==> src/rtl/fifo_wr_arbiter.sv <==
// Round-robin arbiter sharing one synchronous-FIFO write port between NUM_REQ producers.
// Define FIFO_ARB_BURST_EN to let a winner hold the port for up to MAX_BURST beats.
module fifo_wr_arbiter #(
  parameter int unsigned WIDTH     = 8,
  parameter int unsigned NUM_REQ   = 4,
  parameter int unsigned MAX_BURST = 4
) (
  input  logic                       clk,
  input  logic                       rst_n,
  input  logic [NUM_REQ-1:0]         req_valid,
  input  logic [NUM_REQ*WIDTH-1:0]   req_data,
  output logic [NUM_REQ-1:0]         req_ready,
  input  logic                       full,
  output logic                       wr_en,
  output logic [WIDTH-1:0]           data_in,
  output logic [$clog2(NUM_REQ)-1:0] grant_id,
  output logic                       locked
);

  localparam int unsigned IdW = $clog2(NUM_REQ);

  if (NUM_REQ < 2 || NUM_REQ > 16 || MAX_BURST < 1 || MAX_BURST > 255) begin : g_param_check
    $error("fifo_wr_arbiter: NUM_REQ or MAX_BURST out of range");
  end

  logic [IdW-1:0] rr_ptr_q;
  logic [IdW-1:0] scan_id;
  logic [IdW-1:0] win_id;
  logic [IdW-1:0] nxt_id;
  logic           scan_found;
  logic           win_found;
  logic           hold_owner;
  logic           accept;

  // First valid requester at or above rr_ptr, wrapping.
  always_comb begin
    int unsigned idx;
    scan_found = 1'b0;
    scan_id    = '0;
    for (int unsigned k = 0; k < NUM_REQ; k++) begin
      idx = (int'(rr_ptr_q) + k) % NUM_REQ;
      if (!scan_found && req_valid[idx]) begin
        scan_found = 1'b1;
        scan_id    = IdW'(idx);
      end
    end
  end

`ifdef FIFO_ARB_BURST_EN
  typedef enum logic [0:0] {StIdle, StLock} state_e;

  state_e         state_q;
  logic [IdW-1:0] owner_q;
  logic [7:0]     beat_cnt_q;

  // A locked owner wins outright; once it drops valid the normal scan takes over this cycle.
  assign hold_owner = (state_q == StLock) && req_valid[owner_q];
  assign win_id     = hold_owner ? owner_q : scan_id;
  assign locked     = (state_q == StLock);
`else
  assign hold_owner = 1'b0;
  assign win_id     = scan_id;
  assign locked     = 1'b0;
`endif

  assign win_found = hold_owner | scan_found;
  assign accept    = win_found & ~full & rst_n;
  assign nxt_id    = (win_id == IdW'(NUM_REQ - 1)) ? '0 : win_id + IdW'(1);

  always_comb begin
    req_ready = '0;
    if (accept) begin
      req_ready[win_id] = 1'b1;
    end
  end

  assign wr_en    = accept;
  assign grant_id = win_found ? win_id : '0;
  assign data_in  = req_data[int'(win_id)*WIDTH +: WIDTH];

`ifdef FIFO_ARB_BURST_EN
  always_ff @(posedge clk or negedge rst_n) begin
    if (!rst_n) begin
      rr_ptr_q   <= '0;
      state_q    <= StIdle;
      owner_q    <= '0;
      beat_cnt_q <= '0;
    end else begin
      // While locked rr_ptr already equals owner+1, so this is a no-op for owner beats.
      if (accept) begin
        rr_ptr_q <= nxt_id;
      end
      if (!full) begin
        unique case (state_q)
          StIdle: begin
            if (accept && MAX_BURST > 1) begin
              state_q    <= StLock;
              owner_q    <= win_id;
              beat_cnt_q <= 8'd1;
            end
          end
          StLock: begin
            if (hold_owner) begin
              if (beat_cnt_q == 8'(MAX_BURST - 1)) begin
                state_q    <= StIdle;
                beat_cnt_q <= '0;
              end else begin
                beat_cnt_q <= beat_cnt_q + 8'd1;
              end
            end else if (accept && MAX_BURST > 1) begin
              owner_q    <= win_id;
              beat_cnt_q <= 8'd1;
            end else begin
              state_q    <= StIdle;
              beat_cnt_q <= '0;
            end
          end
          default: state_q <= StIdle;
        endcase
      end
    end
  end
`else
  always_ff @(posedge clk or negedge rst_n) begin
    if (!rst_n) begin
      rr_ptr_q <= '0;
    end else if (accept) begin
      rr_ptr_q <= nxt_id;
    end
  end
`endif

endmodule

==> config.mk <==
export PLATFORM = sky130hd
export DESIGN_NAME = fifo_wr_arbiter
export DESIGN_NICKNAME = d
export VERILOG_FILES = /design/src/rtl/fifo_wr_arbiter.sv
export SDC_FILE = /design/constraint.sdc
export NUM_CORES = 1
export LEC_CHECK = 0
export CAP_MARGIN = 10
export CORE_MARGIN = 5
export CORE_UTILIZATION = 30
export CTS_BUF_LIST = sky130_fd_sc_hd__clkbuf_2
export DETAILED_ROUTE_END_ITERATION = 16
export GPL_TIMING_DRIVEN = 0
export PLACE_DENSITY_LB_ADDON = 0.08
export SLEW_MARGIN = 20
export SYNTH_ARGS = -nofsm -noshare
export SYNTH_HDL_FRONTEND = slang
export SYNTH_SLANG_ARGS = --single-unit
==> constraint.sdc <==
create_clock -name clk -period 3.5 [get_ports clk]
set_clock_uncertainty 0.2 [all_clocks]
set_input_delay 0.35 -clock clk [delete_from_list [all_inputs] [get_ports clk]]
set_output_delay 0.35 -clock clk [all_outputs]
set_load 0.05 [all_outputs]
# After elaboration in Yosys (flattened, before gate mapping)
# Index checks and enable logic that the tools add are counted.
# totals
out_inout_bits	16
wordCells	44
in_bits	39
regBits	2
# op_classes
magnitude_cmp	6
bitwise_logic	3
shift	1
mux	21
n_eq_ne	1
reduce_logical	7
n_addsub	4
# op_table
op	n
$shiftx A32 B6 Y8	1
$lt A2 B3 Y1 const B	5
$mux W2	6
$mux W1	9
$bmux W1 S2	4
$add A2 B1 Y2 const B	2
$add A2 B2 Y2 const B	2
$logic_and A1 B1 Y1	4
$mux W4	1
$logic_not A1 Y1	3
$and A1 B1 Y1	2
$demux W1 S2	1
$eq A2 B2 Y1 const B	1
$ge A2 B1 Y1 const B	1
$not A1 Y1	1

# Depth between registers and ports, before layout
# depth
word_depth	17
depth_mapped	6
ltp_nobuf	5

# Least setup slack after synthesis
# OpenSTA, ideal clock, no wires.
# synth_timing
kind	input-to-output
from	input port req_valid[0]
to	output port req_ready[1]
cell_stages	4
arrival_ns	2.247
path_buffers	0
setup_slack_ns	0.703
t_required_ns	2.950
cell_sequence	clkinv_1 > a311oi_2 > nand2b_1 > nor2_1
# synth_between
word_cells_on_any_way	30
classes_between	2 x order compare; 19 x mux; 2 x bitwise; 7 x reduce/logical
# synth_rtl
item	line	rtl
from (decl)	10	input logic [NUM_REQ-1:0] req_valid,
$bmux W1 S2	42	if (!scan_found && req_valid[idx]) begin
$mux W1 (not written as such)	42	
$mux W1	42	
$logic_not A1 Y1	42	
$logic_and A1 B1 Y1	42	
$mux W1	42	
$logic_not A1 Y1	42	
$logic_and A1 B1 Y1	42	
$mux W1	42	
$logic_not A1 Y1	42	
$logic_and A1 B1 Y1	42	
$mux W1 (*)	42	
$and A1 B1 Y1 (*) (2 in series)	67	assign accept = win_found & ~full & rst_n;
net wr_en	14	output logic wr_en,
$mux W4 (*)	72	if (accept) begin
to (decl)	12	output logic [NUM_REQ-1:0] req_ready,
# Mark *: on every way through the listed nets, which the timed path passes. The rest lies on a longest branch. The select of a mux whose other input is x is not followed.

# Final worst setup path
# layout_timing
from	input port req_valid[0]
to	output port data_in[6]
# layout_between
elab_chain_cells	13
word_cells_on_any_way	22
classes_between	1 x shift; 15 x mux; 6 x reduce/logical
# layout_lines
item	line	rtl
$bmux W1 S2	42	
$mux W1 (not written as such)	42	
$mux W1	42	
$logic_not A1 Y1	42	
$logic_and A1 B1 Y1	42	
$mux W1	42	
$logic_not A1 Y1	42	
$logic_and A1 B1 Y1	42	
$mux W1	42	
$logic_not A1 Y1	42	
$logic_and A1 B1 Y1	42	
$mux W2 (*)	42	
$shiftx A32 B6 Y8 (*)	79	assign data_in = req_data[int'(win_id)*WIDTH +: WIDTH];
to (decl)	15	output logic [WIDTH-1:0] data_in,
# Mark *: on every way between the ends. The rest lies on a longest branch, timed or not. The select of a mux whose other input is x is not followed.

==> results.yml <==
routing:
  viasPerCell: 4.75
  wl_per_cell_um: 13.2
  drtPass1Iterations: 3
  ant_nets: 0
  vias: 608
  drt_iter0_drc: 6
  routed_wl_um: 1690
  drc_errors: 0
logic_synthesis:
  synth_seq_cells: 2
  syn_inst: 56
  ys_top_cells_by_count: "24 x mux2i_1, 4 x nor2_1, 3 x a21oi_1, 3 x inv_1"
  ys_async_sr_fraction_pct: 100
  synth_cell_types: 21
  ys_warn_count: 0
  syn_nets: 95
  synth_area_leader_cell: "mux2i_1"
  synth.top_cell.area_share_pct: 49.7
  netlist_top_cells_area: "mux2i_1 50%, dfrtp_1 10%, buf_6 4.7%"
  synth_most_common_cell: "mux2i_1"
  post_synth.cell_area_avg_um2: 8.62
  synth-main-ff-cell: "dfrtp_1"
  syn-cell-area_um2: 483
  synth_edf_count: 0
  seq_area_frac_synth_pct: 10.4
setup_path:
  critPathSlowestCell: "clkdlybuf4s50_1"
  path_max_fanout: 10
  crit_start: "req_valid[0]"
  crit_arrival_ns: 2.69
  critical_path_depth: 8
  required_ns: 2.95
  r2r_start: "rr_ptr_q[0]$_DFFE_PN0P_"
  critPathLaunchType: "primary input"
  end_kind: "output pin"
  path_delay_family: "buffers and inverters"
  path_class: "primary input to output pin"
  ff2ff_path_depth: 6
  worstPathCellList: "clkdlybuf4s50_1 -> or2b_1 -> a21oi_1 -> a211o_1 -> buf_4 -> mux2i_1 -> mux2i_1 -> clkdlybuf4s50_1"
  max_stage_delay_ns: 0.84
  path_buf_inv: 3
placed_design:
  gp_congestion: 0.693
  port_buffers: 53
  dpl.hpwl_um: 1460
clock_tree:
  clkLatencyLatePin_ns: 0.19
  cts_resized: 0
  clkTransAtPathRegs_ns: 0.03
  clock_path_buffers: 2
  cts_root_buf: "clkbuf_2"
  post_cts_buffers: 0
  cts_tree: "built"
  cts_hold_buf: 0
  numCtsBuffers: 3
  cts.sinks: 2
  htreeDepth: 1
timing:
  finalCritPeriodShare_pct: 92.6
  rsz0062_at_grt: "no"
  maxSlewHeadroom_pct: 65.2
  setup-tns-final_ns: 0
  period_needed_ns: 3.24
  hold_viol: 0
  worst_pin_slew_ns: 0.521
  fmax_mhz: 309
  setup_violations: 0
  slew_violations: 0
  whs_ns: 0.134
flow_run:
  drv_cap: 0
grt:
  grt_pass1_wl_um: 2550
  grt_max_degree: 11
  gr-total-overflow: 0
  antenna_found_initial: 0
  grt_pass1_vias: 604
  track_usage_pct: 13.1
layout:
  nFillCells: 143
  top_regs: "rr_ptr_q x2"
  layout.nets: 153
  drive_above_1_share_pct: 8.04
  diodes: 0
  largest_register_ffs: 2
  regMostFlops: "rr_ptr_q"
  multi_input_area_um2: 380
  area_growth_pct: 117
  final-seq-area_um2: 50.0
die:
  initial_utilization_pct: 31.7
  dieWidth_um: 50.1
  boundaryPins: 55
  die_area_um2: 2510
  row_count: 14
  die_y_um: 50.1
  core_um2: 1520
status:
  status: "finished clean"
power:
  design_power_total_uw: 548
  p_leak_uw: 0.000485
  p_per_area_nw_per_um2: 523
  ir_worst_vdd_v: 0.000288
hold_path:
  hold_class: "primary input to asynchronous set/reset pin"
-- stage by stage --
step	utilization [%]	cells	cell area [µm²]	setup WS, ns
6_report	68.8	128	1050	0.260
4_1_cts	68.8	128	1050	0.244
5_1_grt	68.8	128	1050	0.102
3_5_place_dp	67.8	125	1030	0.268
3_3_place_gp	67.8	125	1030	0.308
2_1_floorplan	-	56	483	0.703
-- cell usage in the layout, fill, tap and decap left out, drive strengths merged --
cell type,Yosys,final
a211o,1,1
a21o,1,1
a21oi,3,3
a311oi,1,1
and3,2,2
buf,4,4
clkbuf,0,3
clkdlybuf4s50,0,53
clkinv,1,1
conb,1,1
dfrtp,2,2
inv,3,3
mux2i,24,24
nand2,1,1
nand2b,2,2
nor2,4,4
nor2b,1,1
o21a,1,1
o22a,1,1
o22ai,1,1
or2b,1,1
xor2,1,1
-- kinds of logic (layout without fill, tap and decap cells) --
family | after synthesis | count (layout) | synth area share (%)
other cells | 1 | 1 | 0.776
simple gates | 11 | 11 | 11.9
buf+inv | 8 | 64 | 10.9
xor+xnor | 1 | 1 | 1.81
mux | 24 | 24 | 49.7
compound gates | 9 | 9 | 14.5
flops | 2 | 2 | 10.4
-- cell type report --
cell class                 count  share of cell area, %
timing repair buffer          53                   50.6
clock buffer                   3                   1.43
buffer                         4                   3.58
multi-input combinational     46                   36.3
sequential                     2                   4.77
tap                           16                   1.91
inverter                       4                   1.43
-- routing by layer --
layer | share of wire (%) | wire length [µm] | global-route usage [%] | vias to the layer above
li1 | - | - | - | 311
met1 | 34 | 581 | 11.8 | 269
met2 | 55 | 920 | 24.5 | 28
met3 | 11 | 185 | 5.12 | 0
met4 | 0 | 0 | 6.55 | 0
met5 | 0 | 0 | 0 | -
-- worst paths after layout --
| check | slack, ns | to |
|---|---|---|
| max | 0.26 | data_in[6] |
| min | 0.13 | rr_ptr_q[1]$_DFFE_PN0P_ |
| max reg2reg | 1.83 | rr_ptr_q[1]$_DFFE_PN0P_ |
| min reg2reg | 0.34 | rr_ptr_q[0]$_DFFE_PN0P_ |
| max in group asynchronous | 2.83 | rr_ptr_q[0]$_DFFE_PN0P_ |
| min in group clk | 0.34 | rr_ptr_q[0]$_DFFE_PN0P_ |
-- report_power, final --
| part | internal [µW] | total (µW) | switching, µW |
|---|---|---|---|
| clock | 22.7 | 35.0 | 12.3 |
| combinational | 201 | 473 | 272 |
| sequential | 31.3 | 40.5 | 9.19 |
| total | 255 | 548 | 293 |
Note: power is estimated with default switching activity, not from simulation.
